==> config.mk <==
export PLATFORM = sky130hd
export DESIGN_NAME = psum_adder_tree
export DESIGN_NICKNAME = d
export VERILOG_FILES = /design/src/rtl/psum_adder_tree.sv
export SDC_FILE = /design/constraint.sdc
export NUM_CORES = 1
export LEC_CHECK = 0
export CAP_MARGIN = 25
export CORE_ASPECT_RATIO = 1.1
export CORE_MARGIN = 5
export CORE_UTILIZATION = 61
export DETAILED_ROUTE_END_ITERATION = 6
export DONT_BUFFER_PORTS = 1
export GPL_ROUTABILITY_DRIVEN = 0
export GPL_TIMING_DRIVEN = 1
export PLACE_DENSITY = 0.8
export RECOVER_POWER = 25
export SYNTH_ARGS = -nofsm -noshare
export SYNTH_HDL_FRONTEND = slang
export SYNTH_SLANG_ARGS = --single-unit
==> constraint.sdc <==
create_clock -name clk -period 3.7 [get_ports clk]
set_input_delay 0 -clock clk [delete_from_list [all_inputs] [get_ports clk]]
set_output_delay 0 -clock clk [all_outputs]
set_load 0.02 [all_outputs]
==> src/rtl/psum_adder_tree.sv <==
// Pipelined partial-sum reduction: registered binary adder tree, group accumulator with
// first-beat bias, and a saturating (or truncating) output stage with overflow flag.
module psum_adder_tree #(
    parameter int DATA_WID = 16,
    parameter int ICP_NUM  = 8,
    parameter int ACC_WID  = 24,
    parameter bit SAT_EN   = 1'b1
) (
    input  logic                        clk,
    input  logic                        reset,
    input  logic                        in_valid,
    input  logic                        in_first,
    input  logic                        in_last,
    input  logic [ICP_NUM*DATA_WID-1:0] data_in,
    input  logic signed [DATA_WID-1:0]  bias_in,
    output logic                        out_valid,
    output logic signed [DATA_WID-1:0]  data_out,
    output logic                        out_ovf
);

    localparam int LEVELS = $clog2(ICP_NUM);
    localparam logic signed [ACC_WID-1:0] MAX_A =
        {{(ACC_WID-DATA_WID+1){1'b0}}, {(DATA_WID-1){1'b1}}};
    localparam logic signed [ACC_WID-1:0] MIN_A =
        {{(ACC_WID-DATA_WID+1){1'b1}}, {(DATA_WID-1){1'b0}}};

    function automatic logic is_ovf(input logic signed [ACC_WID-1:0] a);
        return (a > MAX_A) || (a < MIN_A);
    endfunction

    function automatic logic signed [DATA_WID-1:0] sat_trunc(input logic signed [ACC_WID-1:0] a);
        if (SAT_EN && (a > MAX_A)) return MAX_A[DATA_WID-1:0];
        if (SAT_EN && (a < MIN_A)) return MIN_A[DATA_WID-1:0];
        return a[DATA_WID-1:0];
    endfunction

    // Stage p0: sign-extended leaves. The tree is a heap: node i = node 2i + node 2i+1,
    // where indices >= ICP_NUM are leaves, so every heap depth is one register level.
    logic signed [ACC_WID-1:0] leaf_p0 [ICP_NUM];
    logic signed [ACC_WID-1:0] lhs     [1:ICP_NUM-1];
    logic signed [ACC_WID-1:0] rhs     [1:ICP_NUM-1];
    logic signed [ACC_WID-1:0] tree_p  [1:ICP_NUM-1];

    for (genvar i = 0; i < ICP_NUM; i++) begin : g_leaf
        assign leaf_p0[i] = {{(ACC_WID-DATA_WID){data_in[i*DATA_WID+DATA_WID-1]}},
                             data_in[i*DATA_WID +: DATA_WID]};
    end

    for (genvar i = 1; i < ICP_NUM; i++) begin : g_node
        if (2*i >= ICP_NUM) begin : g_from_leaf
            assign lhs[i] = leaf_p0[2*i-ICP_NUM];
            assign rhs[i] = leaf_p0[2*i+1-ICP_NUM];
        end else begin : g_from_node
            assign lhs[i] = tree_p[2*i];
            assign rhs[i] = tree_p[2*i+1];
        end
    end

    always_ff @(posedge clk) begin
        for (int i = 1; i < ICP_NUM; i++) begin
            if (reset) tree_p[i] <= '0;
            else       tree_p[i] <= lhs[i] + rhs[i];
        end
    end

    // Control and bias travel alongside the tree levels.
    logic [LEVELS-1:0]          vld_p;
    logic [LEVELS-1:0]          first_p;
    logic [LEVELS-1:0]          last_p;
    logic signed [DATA_WID-1:0] bias_p [LEVELS];

    always_ff @(posedge clk) begin
        if (reset) begin
            vld_p   <= '0;
            first_p <= '0;
            last_p  <= '0;
            for (int k = 0; k < LEVELS; k++) bias_p[k] <= '0;
        end else begin
            vld_p[0]   <= in_valid;
            first_p[0] <= in_first;
            last_p[0]  <= in_last;
            bias_p[0]  <= bias_in;
            for (int k = 1; k < LEVELS; k++) begin
                vld_p[k]   <= vld_p[k-1];
                first_p[k] <= first_p[k-1];
                last_p[k]  <= last_p[k-1];
                bias_p[k]  <= bias_p[k-1];
            end
        end
    end

    // Accumulator stage: wraps modulo 2^ACC_WID, holds through bubbles.
    logic signed [ACC_WID-1:0] bias_ext;
    logic signed [ACC_WID-1:0] acc_p;
    logic                      done_p;

    assign bias_ext = {{(ACC_WID-DATA_WID){bias_p[LEVELS-1][DATA_WID-1]}}, bias_p[LEVELS-1]};

    always_ff @(posedge clk) begin
        if (reset) begin
            acc_p  <= '0;
            done_p <= 1'b0;
        end else begin
            done_p <= vld_p[LEVELS-1] & last_p[LEVELS-1];
            if (vld_p[LEVELS-1]) begin
                if (first_p[LEVELS-1]) acc_p <= bias_ext + tree_p[1];
                else                   acc_p <= acc_p + tree_p[1];
            end
        end
    end

    // Output stage: result and overflow flag held until the next completed group.
    always_ff @(posedge clk) begin
        if (reset) begin
            out_valid <= 1'b0;
            data_out  <= '0;
            out_ovf   <= 1'b0;
        end else begin
            out_valid <= done_p;
            if (done_p) begin
                data_out <= sat_trunc(acc_p);
                out_ovf  <= is_ovf(acc_p);
            end
        end
    end

endmodule
==> impl_summary.txt, run 1 <==
----------------------------------------------------
[Logic synthesis]
  Post-synthesis instance area ... roughly 13000 um^2
  Yosys top cell area share ... 0.3680
  Cell taking the most area after synthesis ... sky130_fd_sc_hd__dfxtp_1
  Post-Synth XOR/XNOR Area ... 0.05904
  Synth Warn # ... 0
  Post-synthesis mux area share ... 0.02712
  Post-synthesis share of cell area spent on and, or, nand and nor gates ... 0.1776
  Post-synth EDFFs ... 0
  Adder-cell share of the synthesized area ... 0.1503
  Part of the Yosys area used for sequential elements ... 0.3680
  Async set-or-reset flop fraction in the synthesized netlist ... 0
  Synthesized instance count ... ~1500
  Syn_nets ... 1759
  Area fraction in compound gates after synthesis ... 0.1915
  Yosys cell types ... 73
  Flops & latches, synth ... 240
  Largest cells by area after synthesis ... sky130_fd_sc_hd__dfxtp_1 (37%), sky130_fd_sc_hd__ha_1 (14%), sky130_fd_sc_hd__a21oi_1 (4.8%), sky130_fd_sc_hd__nor2_1 (4.8%), sky130_fd_sc_hd__nor2b_1 (4.0%)
  Dominant combinational cell family by area after synthesis ... compound AO/OA/AOI/OAI gates
  Post-synthesis average cell area ... around 9.0 um^2
  Most used flip-flop cell after synthesis ... sky130_fd_sc_hd__dfxtp_1

[STA]
  Setup total negative slack ... 0 ns
  Final-report hold violation count ... 0
  Fmax achieved ... 277.9 MHz
  Hold_ws ... between 0.04 and 0.05 ns
  Setup repair after global routing missed its margin ... no
  Max Slew Vio Count ... 217
  Worst-Margin Slew ... 2.377 ns
  Final Critical Period ... roughly 3.6 ns
  Finish-stage setup viols ... 0
  Crit share post-route ... 0.9725
  Setup Skew ... 0.01766 ns
  Relative slew slack ... -0.5844

[Routing]
  WL final ... just under 40000 um
  Number of vias after detailed routing ... 12299
  Routed wire per std cell ... about 20 um
  Violation count after the first detailed-route iteration ... approximately 880
  Post-detailed-route via-to-cell ratio ... 6.171
  Antenna-violating nets left ... 0
  DRC violation count after routing ... 0
  Pre-antenna DRT Iters ... 6

[Final layout]
  Share of layout cells above drive strength 1 ... 0.05118
  Final #Nets ... slightly below 2000
  Layout Area Growth over Synthesis ... 26.05%

[Critical path]
  Critical path class ... in2reg
  CP Data Required Time ... 4.01 ns
  Maximum fanout along the worst path ... 2
  Worst Path Arrival ... about 3.9 ns
  Kind of start point of the critical path ... input pin
  Kind of end point of the critical path ... flop

[Global route]
  GRT Residual Overflow ... 0
  Maximum number of pins on one net before global-route repair ... about 220
  Global-route wire length before repair ... around 63000 um
  Global Route Usage Sum ... 0.3139
  Vias in the first global route ... roughly 13000
  Number of antenna violations at the first check in global routing ... 2

[CTS]
  Total clock buffers created by CTS ... 24
  Sink count of the clock tree ... 240
  Total number of H-tree levels ... 1
  Clock Tree Buf Depth ... 3
  CTS tree ... done
  CTS root buf ... sky130_fd_sc_hd__clkbuf_16
  Clock insertion delay at the later pin of the skew report ... approximately 0.53 ns
  Clock Pin Slew Worst Setup and Hold Paths ... 0.07 ns

[Worst hold path]
  Type of the tightest min-delay check ... in2reg

[Power and ir drop]
  Power density of the placed cells ... between 400 and 500 nW/um^2
  VDD IR-drop max ... roughly 0.28 mV
  Leakage dissipation ... approximately 7.2 nW

[Floorplanning]
  Placement row count ... 56
  Vertical die dimension ... between 150 and 200 um
  Initial cell density of the core ... 0.6149
  Core Box Area ... ~21000 um^2
  Die Area ... 24430 um^2
  Ports ... approximately 170
  Chip Width ... around 150 um

[Status]
  Failing checks ... capacitance limit, slew limit
  Result of the run ... complete, but fails checks

[Place]
  Half-perimeter wire length of the detailed placement result ... about 20000 um
  Input/output buffers ... 0

[Run]
  Number of maximum-capacitance violations ... 1

----------------------------------------------------
logic make-up (layout without fill, tap and decap cells):
group | after synthesis | in the layout
AND/OR/NAND/NOR | 465 | 465
AO/OA/AOI/OAI | 388 | 388
flip-flops | 240 | 240
adder cells (fa/ha/maj) | 152 | 152
buffers and inverters | 92 | 334
XOR/XNOR | 88 | 88
multiplexers | 33 | 33
other | 0 | 3
flip-flops by register name (all words and copies together), names as in the netlist, 3 cells and up:
signal,cells
last_p,3
tree_p,140
first_p,3
data_out,16
acc_p,24
bias_p,48
vld_p,3
routing by layer:
| layer | wire [um] | global-route usage | share of wire |
|---|---|---|---|
| met2 | 19410 | 0.5673 | 0.50 |
| met5 | 0 | 0 | 0 |
| met1 | 14220 | 0.3395 | 0.36 |
| met4 | 2602 | 0.1868 | 0.067 |
| met3 | 2845 | 0.05827 | 0.073 |
through the flow:
| step | utilization | worst slack, ns | instance area [um^2] | power [mW] | instances |
|---|---|---|---|---|---|
| 2_1_floorplan | - | 0.3581 | 13060 | 4.412 | 1458 |
| 3_3_place_gp | 0.6267 | 0.5610 | 13310 | 4.665 | 1714 |
| 3_5_place_dp | 0.6267 | 0.4319 | 13310 | 4.717 | 1714 |
| 4_1_cts | 0.7753 | 0.06786 | 16460 | 7.591 | 1989 |
| 5_1_grt | 0.7750 | 0.02707 | 16450 | 8.125 | 1992 |
| 6_report | 0.7751 | 0.1019 | 16460 | 7.777 | 1993 |
Yosys cell counts, types with 8 or more instances:
library cell / instances
sky130_fd_sc_hd__mux2_2: 18
sky130_fd_sc_hd__dfxtp_1: 240
sky130_fd_sc_hd__a31oi_1: 11
sky130_fd_sc_hd__a21o_1: 38
sky130_fd_sc_hd__nor2_1: 167
sky130_fd_sc_hd__xnor2_1: 57
sky130_fd_sc_hd__nand3b_1: 8
sky130_fd_sc_hd__mux2i_1: 14
sky130_fd_sc_hd__o31a_1: 9
sky130_fd_sc_hd__clkbuf_1: 30
sky130_fd_sc_hd__nand4_1: 9
sky130_fd_sc_hd__a211oi_1: 13
sky130_fd_sc_hd__nand2b_1: 22
sky130_fd_sc_hd__nor2b_1: 84
sky130_fd_sc_hd__o21ai_0: 81
sky130_fd_sc_hd__inv_1: 53
sky130_fd_sc_hd__and3_1: 16
sky130_fd_sc_hd__fa_1: 8
sky130_fd_sc_hd__or3_1: 12
sky130_fd_sc_hd__buf_1: 8
sky130_fd_sc_hd__o211ai_1: 8
sky130_fd_sc_hd__ha_1: 144
sky130_fd_sc_hd__o21bai_1: 21
sky130_fd_sc_hd__a21oi_1: 126
sky130_fd_sc_hd__xor2_1: 31
sky130_fd_sc_hd__o21a_1: 15
sky130_fd_sc_hd__nand3_1: 22
sky130_fd_sc_hd__nor3_1: 36
sky130_fd_sc_hd__nand2_1: 59
placed cells by master (no fill, tap or decap), drive strengths merged, types with 38 or more instances in the layout:
cell / instances
o21ai: 84
xnor2: 57
nor2: 167
dlygate4sd3: 230
inv: 53
a21oi: 128
nor2b: 84
ha: 144
dfxtp: 240
nand2: 59
a21o: 38
cell type report:
type / instances / area (um^2)
Tap cell: 290 / 362.8
Sequential cell: 240 / 4806
Inverter: 54 / 202.7
Clock inverter: 12 / 153.9
Clock buffer: 32 / 670.6
Timing Repair Buffer: 236 / 2347
Fill cell: 1268 / 4775
Multi-Input combinational cell: 1126 / 7905
Antenna cell: 3 / 7.507
power by group:
group / internal, mW / switching, mW / total (mW)
Combinational: 1.06 / 1.21 / 2.27
Sequential: 2.87 / 0.122 / 3.00
Clock: 1.49 / 1.02 / 2.51
Total: 5.43 / 2.35 / 7.78
critical path, cell delays in order:
cell and delay [ns]:
sky130_fd_sc_hd__dlygate4sd3_1 0.54, sky130_fd_sc_hd__ha_1 0.27, sky130_fd_sc_hd__dlygate4sd3_1 0.57, sky130_fd_sc_hd__inv_1 0.09, sky130_fd_sc_hd__o21bai_1 0.36, sky130_fd_sc_hd__a21oi_1 0.21, sky130_fd_sc_hd__o31ai_1 0.85, sky130_fd_sc_hd__a21oi_1 0.22
sky130_fd_sc_hd__xor2_1 0.16, sky130_fd_sc_hd__dlygate4sd3_1 0.57, sky130_fd_sc_hd__nor2_1 0.05
worst paths after layout:
check / slack (ns) / cells past startpoint / from / to
worst max-delay path: 0.10 / 11 / data_in[115] / tree_p[0][177]
worst min-delay path: 0.05 / 3 / data_in[43] / tree_p[0][131]
worst max register to register: 0.18 / 13 / first_p[2] / acc_p[21]
worst min register to register: 0.44 / 1 / bias_p[0][0] / bias_p[0][16]
timing repair:
action                     4_1_cts  5_1_grt
resized for setup                0        1
setup endpoints to repair        0        1
hold endpoints to repair       237        0
hold buffers                   231        0
setup buffers                    0        1
Power figures use the tool's default switching activity.
==> run 2: changes to the inputs <==
- PLACE_DENSITY: 0.8 -> 0.77
==> run 2 against run 1 <==
The flow still finishes with violations (capacitance limit, slew limit). Die area did not move. Clock skew down 0.0059 ns. Power up 1.7%. Core utilization shrank 0.69 points. Critical endpoint is now tree_p[0][190]. Largest cell class unchanged. Largest power group unchanged.
==> impl_summary.txt, run 2 (synthesized netlist as in run 1, its figures left out) <==
----------------------------------------------------
[Power and ir drop]
  Overall power after layout ... 7.907 mW (+1.7%)
  Power density of the placed cells ... 484.8 nW/um^2 (+2.6%)
  Leakage dissipation ... 7.095 nW (-0.95%)
  VDD IR-drop max ... 0.2726 mV (-2.3%)

[STA]
  Setup repair after global routing missed its margin ... no
  Final Critical Period ... 3.509 ns (-0.08871 ns)
  Relative slew slack ... -0.5698 (+0.01467)
  Setup Skew ... 0.01174 ns (-0.005916 ns)
  Crit share post-route ... 0.9485 (-0.02398)
  Fmax achieved ... 284.9 MHz (+2.5%)
  Setup total negative slack ... 0 ns (unchanged)
  Finish-stage setup viols ... 0 (unchanged)
  Worst-Margin Slew ... 2.355 ns (-0.02200 ns)
  Final-report hold violation count ... 0 (unchanged)
  Max Slew Vio Count ... 218 (+0.46%)

[CTS]
  Total clock buffers created by CTS ... 24 (unchanged)
  Clock Tree Buf Depth ... 3 (unchanged)
  Total number of H-tree levels ... 1 (unchanged)
  Clock insertion delay at the later pin of the skew report ... 0.52 ns (about the same)
  CTS root buf ... sky130_fd_sc_hd__clkbuf_16
  Clock Pin Slew Worst Setup and Hold Paths ... 0.06 ns (about the same)
  Sink count of the clock tree ... 240 (unchanged)
  Post-CTS Repair Setup Buffers ... 0 (unchanged)
  CTS tree ... done

[Global route]
  Number of antenna violations at the first check in global routing ... 0 (-2)
  Vias in the first global route ... 11790 (-7.7%)
  Global-route wire length before repair ... 56360 um (-10%)
  Global Route Usage Sum ... 0.2795 (-0.03442)
  Maximum number of pins on one net before global-route repair ... 218 (+0.46%)
  GRT Residual Overflow ... 0 (unchanged)

[Place]
  Input/output buffers ... 0 (unchanged)
  Half-perimeter wire length of the detailed placement result ... 19950 um (+1.7%)
  # placed instances ... 1713 (-0.058%)

[Final layout]
  Leading cell type in the layout, fill and taps excluded ... sky130_fd_sc_hd__dfxtp_1
  Largest register FFs ... 140 (unchanged)
  Final cell count without fillers ... 1965 (-1.4%)
  Largest registers ranked by flip-flop count ... tree_p: 140 flops, bias_p: 48 flops, acc_p: 24 flops
  Most frequent cells in the layout ... sky130_fd_sc_hd__dfxtp_1 (239), sky130_fd_sc_hd__dlygate4sd3_1 (207), sky130_fd_sc_hd__nor2_1 (167)
  Register with the most flip-flops ... tree_p
  # diodes ... 0 (-3)
  Final #Nets ... 1958 (-1.3%)
  Share of layout cells above drive strength 1 ... 0.05075 (-0.0004302)
  Layout Area Growth over Synthesis ... 24.93%

[Critical path]
  R2R Path End ... acc_p[21]
  Worst R2R Setup Slack ... 0.27 ns (+0.09 ns)
  Maximum fanout along the worst path ... 3 (+1)
  Kind of start point of the critical path ... input pin
  R2R depth ... 12 (-1)
  Kind of end point of the critical path ... flop
  CP Data Required Time ... 4.16 ns (+0.15 ns)
  Critical register-to-register path startpoint ... first_p[2]
  Worst Path Arrival ... 3.97 ns (+0.07 ns)
  Critical path class ... in2reg

[Routing]
  DRC violation count after routing ... 0 (unchanged)
  Violation count after the first detailed-route iteration ... 737 (-17%)
  WL final ... 34710 um (-11%)
  Pre-antenna DRT Iters ... 5 (-1)
  Routed wire per std cell ... 17.66 um (-9.9%)
  Number of vias after detailed routing ... 11522 (-6.3%)
  Antenna-violating nets left ... 0 (unchanged)
  Post-detailed-route via-to-cell ratio ... 5.864 (-5.0%)

[Status]
  Result of the run ... complete, but fails checks
  Failing checks ... capacitance limit, slew limit

[Floorplanning]
  Core Box Area ... 21230 um^2 (unchanged)
  Die Area ... 24430 um^2 (unchanged)
  Chip Width ... 149.5 um (unchanged)
  Vertical die dimension ... 163.4 um (unchanged)
  Placement row count ... 56 (unchanged)
  Ports ... 167 (unchanged)
  Initial cell density of the core ... 0.6149 (unchanged)

[Worst hold path]
  Endpoint of the worst hold path ... tree_p[0][131]
  Startpoint of the worst hold path ... data_in[42]
  Type of the tightest min-delay check ... in2reg
  Hold depth ... 3 (unchanged)

[Run]
  Number of maximum-capacitance violations ... 1 (unchanged)

----------------------------------------------------
==> run 2: cell count changes in the layout (fill, tap and decap cells not counted), sizes merged <==
cell,change
clkinv,-3
buf,-2
diode,-3
inv,+1
dlygate4sd3,-23
clkinvlp,-2
bufinv,+4
==> run 2: cell type report <==
class | instances | area, um^2
clock inverter | 12 | 252.7
fill | 1352 | 4921
clock buffer | 32 | 660.6
multi-input combinational | 1126 | 7915
timing repair buffer | 211 | 2110
inverter | 54 | 202.7
sequential | 240 | 4806
tap | 290 | 362.8
==> run 2: worst max path at each step <==
stage                            start             end  slack, ns
after floorplan             first_p[2]       acc_p[22]       0.36
after global placement      first_p[2]       acc_p[22]       0.44
after detailed placement    first_p[2]       acc_p[22]       0.37
after CTS                   first_p[2]       acc_p[21]       0.09
after global routing      data_in[112]  tree_p[0][190]      0.001
final                     data_in[112]  tree_p[0][190]       0.19
==> run 2: where the power goes <==
part           switching, mW  internal [mW]
Sequential             0.119           2.87
Clock                   1.00           1.75
Combinational           1.12           1.03
Total                   2.25           5.66
==> run 2: worst max-delay path, cell delays in order <==
cell and delay (ns):
sky130_fd_sc_hd__dlygate4sd3_1 0.54, sky130_fd_sc_hd__ha_1 0.22, sky130_fd_sc_hd__fa_1 0.42, sky130_fd_sc_hd__a21o_1 0.19
sky130_fd_sc_hd__a21oi_1 0.35, sky130_fd_sc_hd__o21bai_1 0.16, sky130_fd_sc_hd__a21oi_1 0.27, sky130_fd_sc_hd__o21bai_1 0.17
sky130_fd_sc_hd__a221oi_1 0.51, sky130_fd_sc_hd__a21oi_1 0.19, sky130_fd_sc_hd__o41ai_1 0.36, sky130_fd_sc_hd__dlygate4sd3_1 0.59
==> run 2: per-layer routing <==
layer / track usage / vias up / part of all wire / wire length, um
li1: - / 5591 / - / -
met1: 0.3070 / 5307 / 0.39 / 13490
met2: 0.5265 / 481 / 0.51 / 17710
met3: 0.03718 / 143 / 0.051 / 1765
met4: 0.1336 / 0 / 0.050 / 1749
met5: 0 / - / 0 / 0
==> run 2: stage by stage <==
stage / instance area (um^2) / setup slack, ns / util / hold slack (ns)
CTS: 16310 / 0.09021 / 0.7683 / 0.002860
global route: 16310 / 0.001029 / 0.7682 / 0.07665
finish: 16310 / 0.1906 / 0.7682 / 0.03861
floorplan: 13060 / 0.3581 / - / 0.1282
global placement: 13300 / 0.4420 / 0.6264 / 0.1186
detailed placement: 13300 / 0.3716 / 0.6264 / 0.1206
==> run 2: what timing repair did <==
action	CTS	global route
endpoints found under the hold margin	235	0
gates resized for setup	0	5
hold buffers	208	0
setup endpoints to repair	0	3
